===== src/rtl/addsub16_pkg.sv =====
// Shared types and constants for the nibble-serial 16-bit add/subtract unit.
package addsub16_pkg;

    typedef enum logic [1:0] {
        S_IDLE = 2'd0,
        S_RUN  = 2'd1,
        S_DONE = 2'd2
    } state_t;

    localparam int          PKG_WIDTH = 16;
    localparam int          PKG_SLICE = 4;
    localparam int          NSLICE    = PKG_WIDTH / PKG_SLICE;
    localparam logic [15:0] SAT_POS   = 16'h7FFF;
    localparam logic [15:0] SAT_NEG   = 16'h8000;

endpackage


===== src/rtl/addsub_slice4.sv =====
// Combinational 4-bit add/subtract slice; c3 is the carry into bit 3 for overflow detection.
module addsub_slice4 (
    input  logic [3:0] a,
    input  logic [3:0] b,
    input  logic       cin,
    input  logic       sub,
    output logic [3:0] s,
    output logic       cout,
    output logic       c3
);

    logic [3:0] w_bx;
    logic [3:0] w_low;
    logic [1:0] w_top;

    always_comb begin
        w_bx  = b ^ {4{sub}};
        w_low = {1'b0, a[2:0]} + {1'b0, w_bx[2:0]} + {3'b000, cin};
        c3    = w_low[3];
        w_top = {1'b0, a[3]} + {1'b0, w_bx[3]} + {1'b0, w_low[3]};
        s     = {w_top[0], w_low[2:0]};
        cout  = w_top[1];
    end

endmodule


===== src/rtl/nibble_serial_addsub16.sv =====
// Multi-cycle signed add/subtract: one 4-bit slice iterated LSB-first, saturating result and Z/V/N flags.
// Handshake: start is accepted only on an edge where ready=1; done is a one-cycle pulse with result/flags valid.
module nibble_serial_addsub16
    import addsub16_pkg::*;
#(
    parameter int WIDTH    = 16,
    parameter int SLICE    = 4,
    parameter bit SATURATE = 1'b1
) (
    input  logic             clk,
    input  logic             rst,
    input  logic             start,
    input  logic [WIDTH-1:0] A,
    input  logic [WIDTH-1:0] B,
    input  logic             sub,
    output logic             ready,
    output logic             busy,
    output logic             done,
    output logic [WIDTH-1:0] result,
    output logic             ovfl,
    output logic             zero,
    output logic             neg,
    output state_t           dbg_state
);

    localparam int NS   = WIDTH / SLICE;
    localparam int IDXW = $clog2(NS);

    state_t                  r_state;
    logic [WIDTH-1:0]        r_a;
    logic [WIDTH-1:0]        r_b;
    logic                    r_sub;
    logic                    r_carry;
    logic [IDXW-1:0]         r_idx;
    // The top nibble never needs storing: it goes straight into the result.
    logic [WIDTH-SLICE-1:0]  r_work;
    logic [WIDTH-1:0]        r_result;
    logic                    r_ovfl;
    logic                    r_zero;
    logic                    r_neg;

    logic [SLICE-1:0]        w_a_nib;
    logic [SLICE-1:0]        w_b_nib;
    logic [SLICE-1:0]        w_s;
    logic                    w_cout;
    logic                    w_c3;
    logic                    w_last;
    logic                    w_v;
    logic [WIDTH-1:0]        w_full;
    logic [WIDTH-1:0]        w_final;

    always_comb begin
        w_a_nib = r_a[r_idx*SLICE +: SLICE];
        w_b_nib = r_b[r_idx*SLICE +: SLICE];
        w_last  = (r_idx == IDXW'(NS - 1));
        w_v     = w_c3 ^ w_cout;
        w_full  = {w_s, r_work};
        w_final = w_full;
        // Overflow sign follows the latched A: both operands (after inversion) share A's sign.
        if (SATURATE && w_v) begin
            w_final = r_a[WIDTH-1] ? SAT_NEG : SAT_POS;
        end
    end

    addsub_slice4 u_slice (
        .a    (w_a_nib),
        .b    (w_b_nib),
        .cin  (r_carry),
        .sub  (r_sub),
        .s    (w_s),
        .cout (w_cout),
        .c3   (w_c3)
    );

    always_ff @(posedge clk or posedge rst) begin
        if (rst) begin
            r_state  <= S_IDLE;
            r_a      <= '0;
            r_b      <= '0;
            r_sub    <= 1'b0;
            r_carry  <= 1'b0;
            r_idx    <= '0;
            r_work   <= '0;
            r_result <= '0;
            r_ovfl   <= 1'b0;
            r_zero   <= 1'b0;
            r_neg    <= 1'b0;
        end else begin
            case (r_state)
                S_IDLE: begin
                    if (start) begin
                        r_a     <= A;
                        r_b     <= B;
                        r_sub   <= sub;
                        r_carry <= sub;
                        r_idx   <= '0;
                        r_state <= S_RUN;
                    end
                end
                S_RUN: begin
                    r_carry <= w_cout;
                    r_idx   <= r_idx + 1'b1;
                    for (int i = 0; i < NS - 1; i++) begin
                        if (r_idx == IDXW'(i)) begin
                            r_work[i*SLICE +: SLICE] <= w_s;
                        end
                    end
                    if (w_last) begin
                        r_result <= w_final;
                        r_ovfl   <= w_v;
                        r_zero   <= (w_final == '0);
                        r_neg    <= w_final[WIDTH-1];
                        r_state  <= S_DONE;
                    end
                end
                S_DONE: begin
                    r_state <= S_IDLE;
                end
                default: begin
                    r_state <= S_IDLE;
                end
            endcase
        end
    end

    assign ready     = (r_state == S_IDLE);
    assign busy      = (r_state == S_RUN);
    assign done      = (r_state == S_DONE);
    assign result    = r_result;
    assign ovfl      = r_ovfl;
    assign zero      = r_zero;
    assign neg       = r_neg;
    assign dbg_state = r_state;

endmodule


===== config.mk =====
export PLATFORM = sky130hd
export DESIGN_NAME = nibble_serial_addsub16
export DESIGN_NICKNAME = d
export VERILOG_FILES = /design/src/rtl/addsub16_pkg.sv /design/src/rtl/addsub_slice4.sv /design/src/rtl/nibble_serial_addsub16.sv
export SDC_FILE = /design/constraint.sdc
export NUM_CORES = 1
export LEC_CHECK = 0
export BUFFER_PORTS_ARGS = -buffer_cell sky130_fd_sc_hd__buf_2
export CAP_MARGIN = 20
export CELL_PAD_IN_SITES_DETAIL_PLACEMENT = 1
export CELL_PAD_IN_SITES_GLOBAL_PLACEMENT = 1
export CORE_MARGIN = 2
export CORE_UTILIZATION = 35
export DETAILED_ROUTE_END_ITERATION = 16
export PLACE_DENSITY_LB_ADDON = 0.05
export SYNTH_ARGS = -nofsm -noshare
export SYNTH_HDL_FRONTEND = slang
export SYNTH_HIERARCHICAL = 1
export SYNTH_SLANG_ARGS = --single-unit

===== constraint.sdc =====
create_clock -name clk -period 9.9 [get_ports clk]
set_clock_uncertainty 0.1 [all_clocks]
set_input_delay 1.485 -clock clk [delete_from_list [all_inputs] [get_ports clk]]
set_output_delay 1.485 -clock clk [all_outputs]
set_load 0.02 [all_outputs]

---- Word level (Yosys, flattened, before mapping) ----
Index checks and enable logic that the tools add are counted.
cells by class
  bitwise logic cells ..................... 2
  add/subtract/negate cells ............... 5
  muxes and demuxes ....................... 9
  shift operators ......................... 2
  equality and inequality tests ........... 7
  reduce and logical (&&, ||, !) cells .... 11
operator list
  kind                                            count
  two-way mux 16 bit                              2
  indexed part select 16 x 5 -> 4 bit             2
  logical NOT 16 bit                              1
  AND reduction 2 bit                             7
  one-hot mux 2 bit (2 select lines)              2
  == test 2 bit (second input constant)           3
  two-way mux 2 bit                               3
  adder 3 x 3 -> 4 bit                            1
  adder 4 x 1 -> 4 bit                            1
  == test 2 x 1 -> 1 bit (second input constant)  2
  logical NOT 2 bit                               2
  bitwise XOR 4 bit                               1
  adder 1 x 1 -> 2 bit                            1
  adder 2 x 1 -> 2 bit                            1
  adder 2 x 1 -> 2 bit (second input constant)    1
  != test 2 x 1 -> 1 bit (second input constant)  1
  != test 2 bit (second input constant)           1
  one-hot mux 1 bit (2 select lines)              1
  nonzero test 2 bit                              1
  two-way mux 1 bit                               1
  bitwise XOR 1 bit                               1
word-level totals
  bits of input ports ..................... 36
  bits in registers ....................... 69
  logic and storage cells ................. 49
  output and inout bits ................... 24

---- Longest topological paths before layout ----
  depth in word-level cells ............... 8
  gate-level depth with buffers ........... 11
  depth with buffers taken out ............ 9

---- By module ----
Netlist, hierarchy kept.
by module, submodules not included
  module                  times used  sequential area each (um^2)  area each (um^2)  cells each
  nibble_serial_addsub16  1           1701.6                       3035.4            217
  addsub_slice4           1           0.0                          142.6             13

---- Least setup slack after synthesis ----
OpenSTA, ideal clock, no wires.
  path kind ............................... register to register
  start point ............................. reg r_idx[0]
  end point ............................... reg r_result[10], in the netlist result[10]
  buffers on the path ..................... 2
  data required time ...................... 9.671 ns
  path slack .............................. 6.467 ns
  clock period less this slack ............ 3.433 ns
  arrival time ............................ 3.204 ns
  cell stages (with the launch flop) ...... 12
  library setup time ...................... 0.129 ns
  cell sequence ........................... dfrtp_1 buf_2 mux4_2 xor2_1 fa_1 nand3_1 nand2_1 fa_1 xor2_4 and2_1 buf_6 o31ai_2
between the ends
  word-level cells in the longest chain between the ends .. 7
  elaborated cells between the ends (all ways) .. 11
  classes of those cells .................. add/sub (4); eq/ne (1); shift (2); mux (1); bitwise (2); reduce/logical (1)
ends and longest elaborated chain
  what                                 RTL line                       RTL
  start, declared                      nibble_serial_addsub16.sv:34   logic [IDXW-1:0] r_idx;
  start signal, assigned               nibble_serial_addsub16.sv:102  r_idx <= r_idx + 1'b1;
  indexed part select 16 x 5 -> 4 bit  nibble_serial_addsub16.sv:54   w_b_nib = r_b[r_idx*SLICE +: SLICE];
  net w_b_nib[0]                       nibble_serial_addsub16.sv:43   logic [SLICE-1:0] w_b_nib;
  bitwise XOR 4 bit                    addsub_slice4.sv:17            w_bx = b ^ {4{sub}};
  adder 3 x 3 -> 4 bit                 addsub_slice4.sv:18            w_low = {1'b0, a[2:0]} + {1'b0, w_bx[2:0]} + {3'b000, cin};
  adder 4 x 1 -> 4 bit                 addsub_slice4.sv:18
  net w_c3                             nibble_serial_addsub16.sv:46   logic w_c3;
  adder 2 x 1 -> 2 bit                 addsub_slice4.sv:20            w_top = {1'b0, a[3]} + {1'b0, w_bx[3]} + {1'b0, w_low[3]};
  net w_cout                           nibble_serial_addsub16.sv:45   logic w_cout;
  bitwise XOR 1 bit                    nibble_serial_addsub16.sv:56   w_v = w_c3 ^ w_cout;
  two-way mux 16 bit                   nibble_serial_addsub16.sv:60   if (SATURATE && w_v) begin
  end signal, assigned                 nibble_serial_addsub16.sv:109  r_result <= w_final;
  end, declared                        nibble_serial_addsub16.sv:37   logic [WIDTH-1:0] r_result;
The timed path passes the listed nets, and every way through them passes these cells.
A chain may end at the register's enable or synchronous reset.

---- Worst setup path after layout ----
Ends and elaborated chain as after synthesis.

==> reports/qor.csv <==
metric;value;unit
Ports;60;
Die X;99.3;µm
Cell Area, Synth;3180;µm²
pin count of the biggest net entering global routing;69;
EDFF count, synth;0;
Final period util;42.0;%
starting DRC count in detailed routing;53;
Setup CP Type;reg -> reg;
Net count, final;335;
CTS tree;yes;
Routed WL per cell;15.4;µm
worst hold path depth;2;
overall routing resource usage;13.6;%
htree depth;3;
post-synth net total;275;
Cells after Synth;230;
CP max stage delay;0.71;ns
post-CTS setup buffers;0;
Via Count;1950;
CP max stage cell;dfrtp_1;
final WL;6210;µm
slew margin rel.;41.2;%
Netlist cell types;35;
hold buffer count at cts;0;
share of cells above drive strength 1;33.9;%
Final Hold Vio Count;0;
CTS Buf Count;9;
post-route cell area;3770;µm²
worst min path class;reg -> reg;
endpoint class of the critical path;flop;
final antenna-violating net count;0;
clock sinks;68;
delay-heaviest family, CP;adder cells;
critical path depth in cells;9;
overflow left after global routing;0;
worst path buffer plus inverter count;0;
post_cts resized;0;
first-pass GRT wire length;10700;µm
most used cell, CP;fa_1;
placed inst area;3550;µm²
asr flop ratio synth;100;%
placed insts;387;
Diodes inserted;0;
Via density;4.84;
post-synth top area cell;dfrtp_1;
die height;99.3;µm
Yosys reg bits;68;
Setup TNS;0;ns
post-synth top area share;53.5;%
commonest register cell after synthesis;dfrtp_1;
# setup viols final;0;
most frequent cells in the layout;dfrtp_1 (68), buf_2 (59), mux2_1 (44);
Clk pin slew, worst setup/hold paths;0.07;ns
max-slew violations;0;
RSZ-0062 raised after global routing;no;
commonest non-fill, non-tap cell in the layout;dfrtp_1;
register area share after synthesis;53.5;%
initial antenna violation count;0;
Avg Inst Size Synth;13.8;µm²
Fmax achieved;0.240;GHz
Critical Path RT;10.00;ns
R2R cell count;9;
Initial DRT Pass Iterations;4;
WP data arrival;4.26;ns
Synthesis Warnings;6;
crit-path max FO;19;
area growth from synthesis to layout;18.6;%
Root Buffer;clkbuf_8;
HPWL after DPL;4340;µm
vias in the first global route;2080;
core area;8760;µm²
CP Cell Sequence;mux4_2 > xor2_1 > fa_1 > nand3_1 > nand2_1 > fa_1 > xor2_4 > and2_1 > o31ai_2;
Initial Utilization;36.3;%
outcome;finished clean;
Area contributors post-synth;dfrtp_1 (54%), mux2_1 (16%), mux4_2 (5.7%), o31ai_2 (3.9%), nand2_1 (2.7%);
Tmin final;4.16;ns
pin slew with the least headroom to its limit;0.882;ns
Max Root-Sink Buffers;2;
Final Non-Filler Cells;403;
max cap viols;0;
routability cong.;0.691;
clock latency at the later pin of the worst-skew pair;0.34;ns
CP startpoint kind;flop;
area of the die;9860;µm²
DRC viols;0;
Port Buffer Count;59;
row count;34;
per-layer routing:
layer | global-route usage [%] | vias to the layer above | wire length, µm
met2 | 21.0 | 46 | 2900
met5 | 0 | - | 0
met3 | 2.95 | 7 | 271
li1 | - | 935 | -
met1 | 18.9 | 962 | 2950
met4 | 5.37 | 0 | 83
final timing paths:
| path | slack, ns | startpoint | end |
|---|---|---|---|
| max | 5.74 | r_idx[0]$_DFFE_PP0P_ | result[10]$_DFFE_PP0P_ |
| min | 0.38 | result[11]$_DFFE_PP0P_ | result[11]$_DFFE_PP0P_ |
| max reg2reg | 5.74 | r_idx[0]$_DFFE_PP0P_ | result[10]$_DFFE_PP0P_ |
| min reg2reg | 0.38 | result[11]$_DFFE_PP0P_ | result[11]$_DFFE_PP0P_ |
| max in group asynchronous | 7.82 | rst | r_b[1]$_DFFE_PP0P_ |
| min in group asynchronous | 1.29 | rst | r_a[5]$_DFFE_PP0P_ |
cell type report:
| type | count | area (µm²) |
|---|---|---|
| Fill cell | 950 | 4990 |
| Timing Repair Buffer | 61 | 310 |
| Sequential cell | 68 | 1700 |
| Inverter | 6 | 22.5 |
| Clock buffer | 10 | 128 |
| Multi-Input combinational cell | 144 | 1380 |
| Clock inverter | 6 | 88.8 |
| Tap cell | 108 | 135 |
flip-flops by register name, summed over array words and instances (netlist names):
register,cells
r_a,16
r_b,16
result,16
r_work,12
dbg_state,2
r_idx,2
ovfl,1
r_carry,1
r_sub,1
zero,1
stage by stage:
stage	worst slack, ns	hold slack [ns]	utilization, %
floorplan	6.47	0.350	-
global placement	5.78	0.362	40.5
detailed placement	5.70	0.370	40.5
CTS	5.68	0.388	43.0
global route	5.45	0.406	43.0
finish	5.74	0.379	43.0
cell families (layout without fill, tap and decap cells):
group	Yosys count	count (layout)	synth area share [%]
DFF	68	68	53.5
muxes	59	59	23.5
and+or+nand+nor	47	47	6.89
AOI/OAI and AO/OA	23	23	6.42
buffers and inverters	18	83	3.15
adders and majority gates	9	9	4.25
xor gates and xnor gates	6	6	2.24
worst min-delay path: cells and delay by family (launching register included):
kind	cells	cell delay, ns
flip-flops	1	0.34
AO/OA/AOI/OAI	1	0.06
AND/OR/NAND/NOR	1	0.05
Yosys cell counts, drive strengths merged (6+ instances only):
| cell | count |
|---|---|
| dfrtp | 68 |
| mux2 | 45 |
| nand2 | 23 |
| nor2 | 11 |
| o31ai | 11 |
| buf | 10 |
| mux4 | 8 |
| o21ai | 8 |
| ha | 6 |
| inv | 6 |
| mux2i | 6 |
| xor2 | 6 |
Power is not shown: default switching activity piles up to over one toggle a cycle in this logic, so the estimate is an artifact.
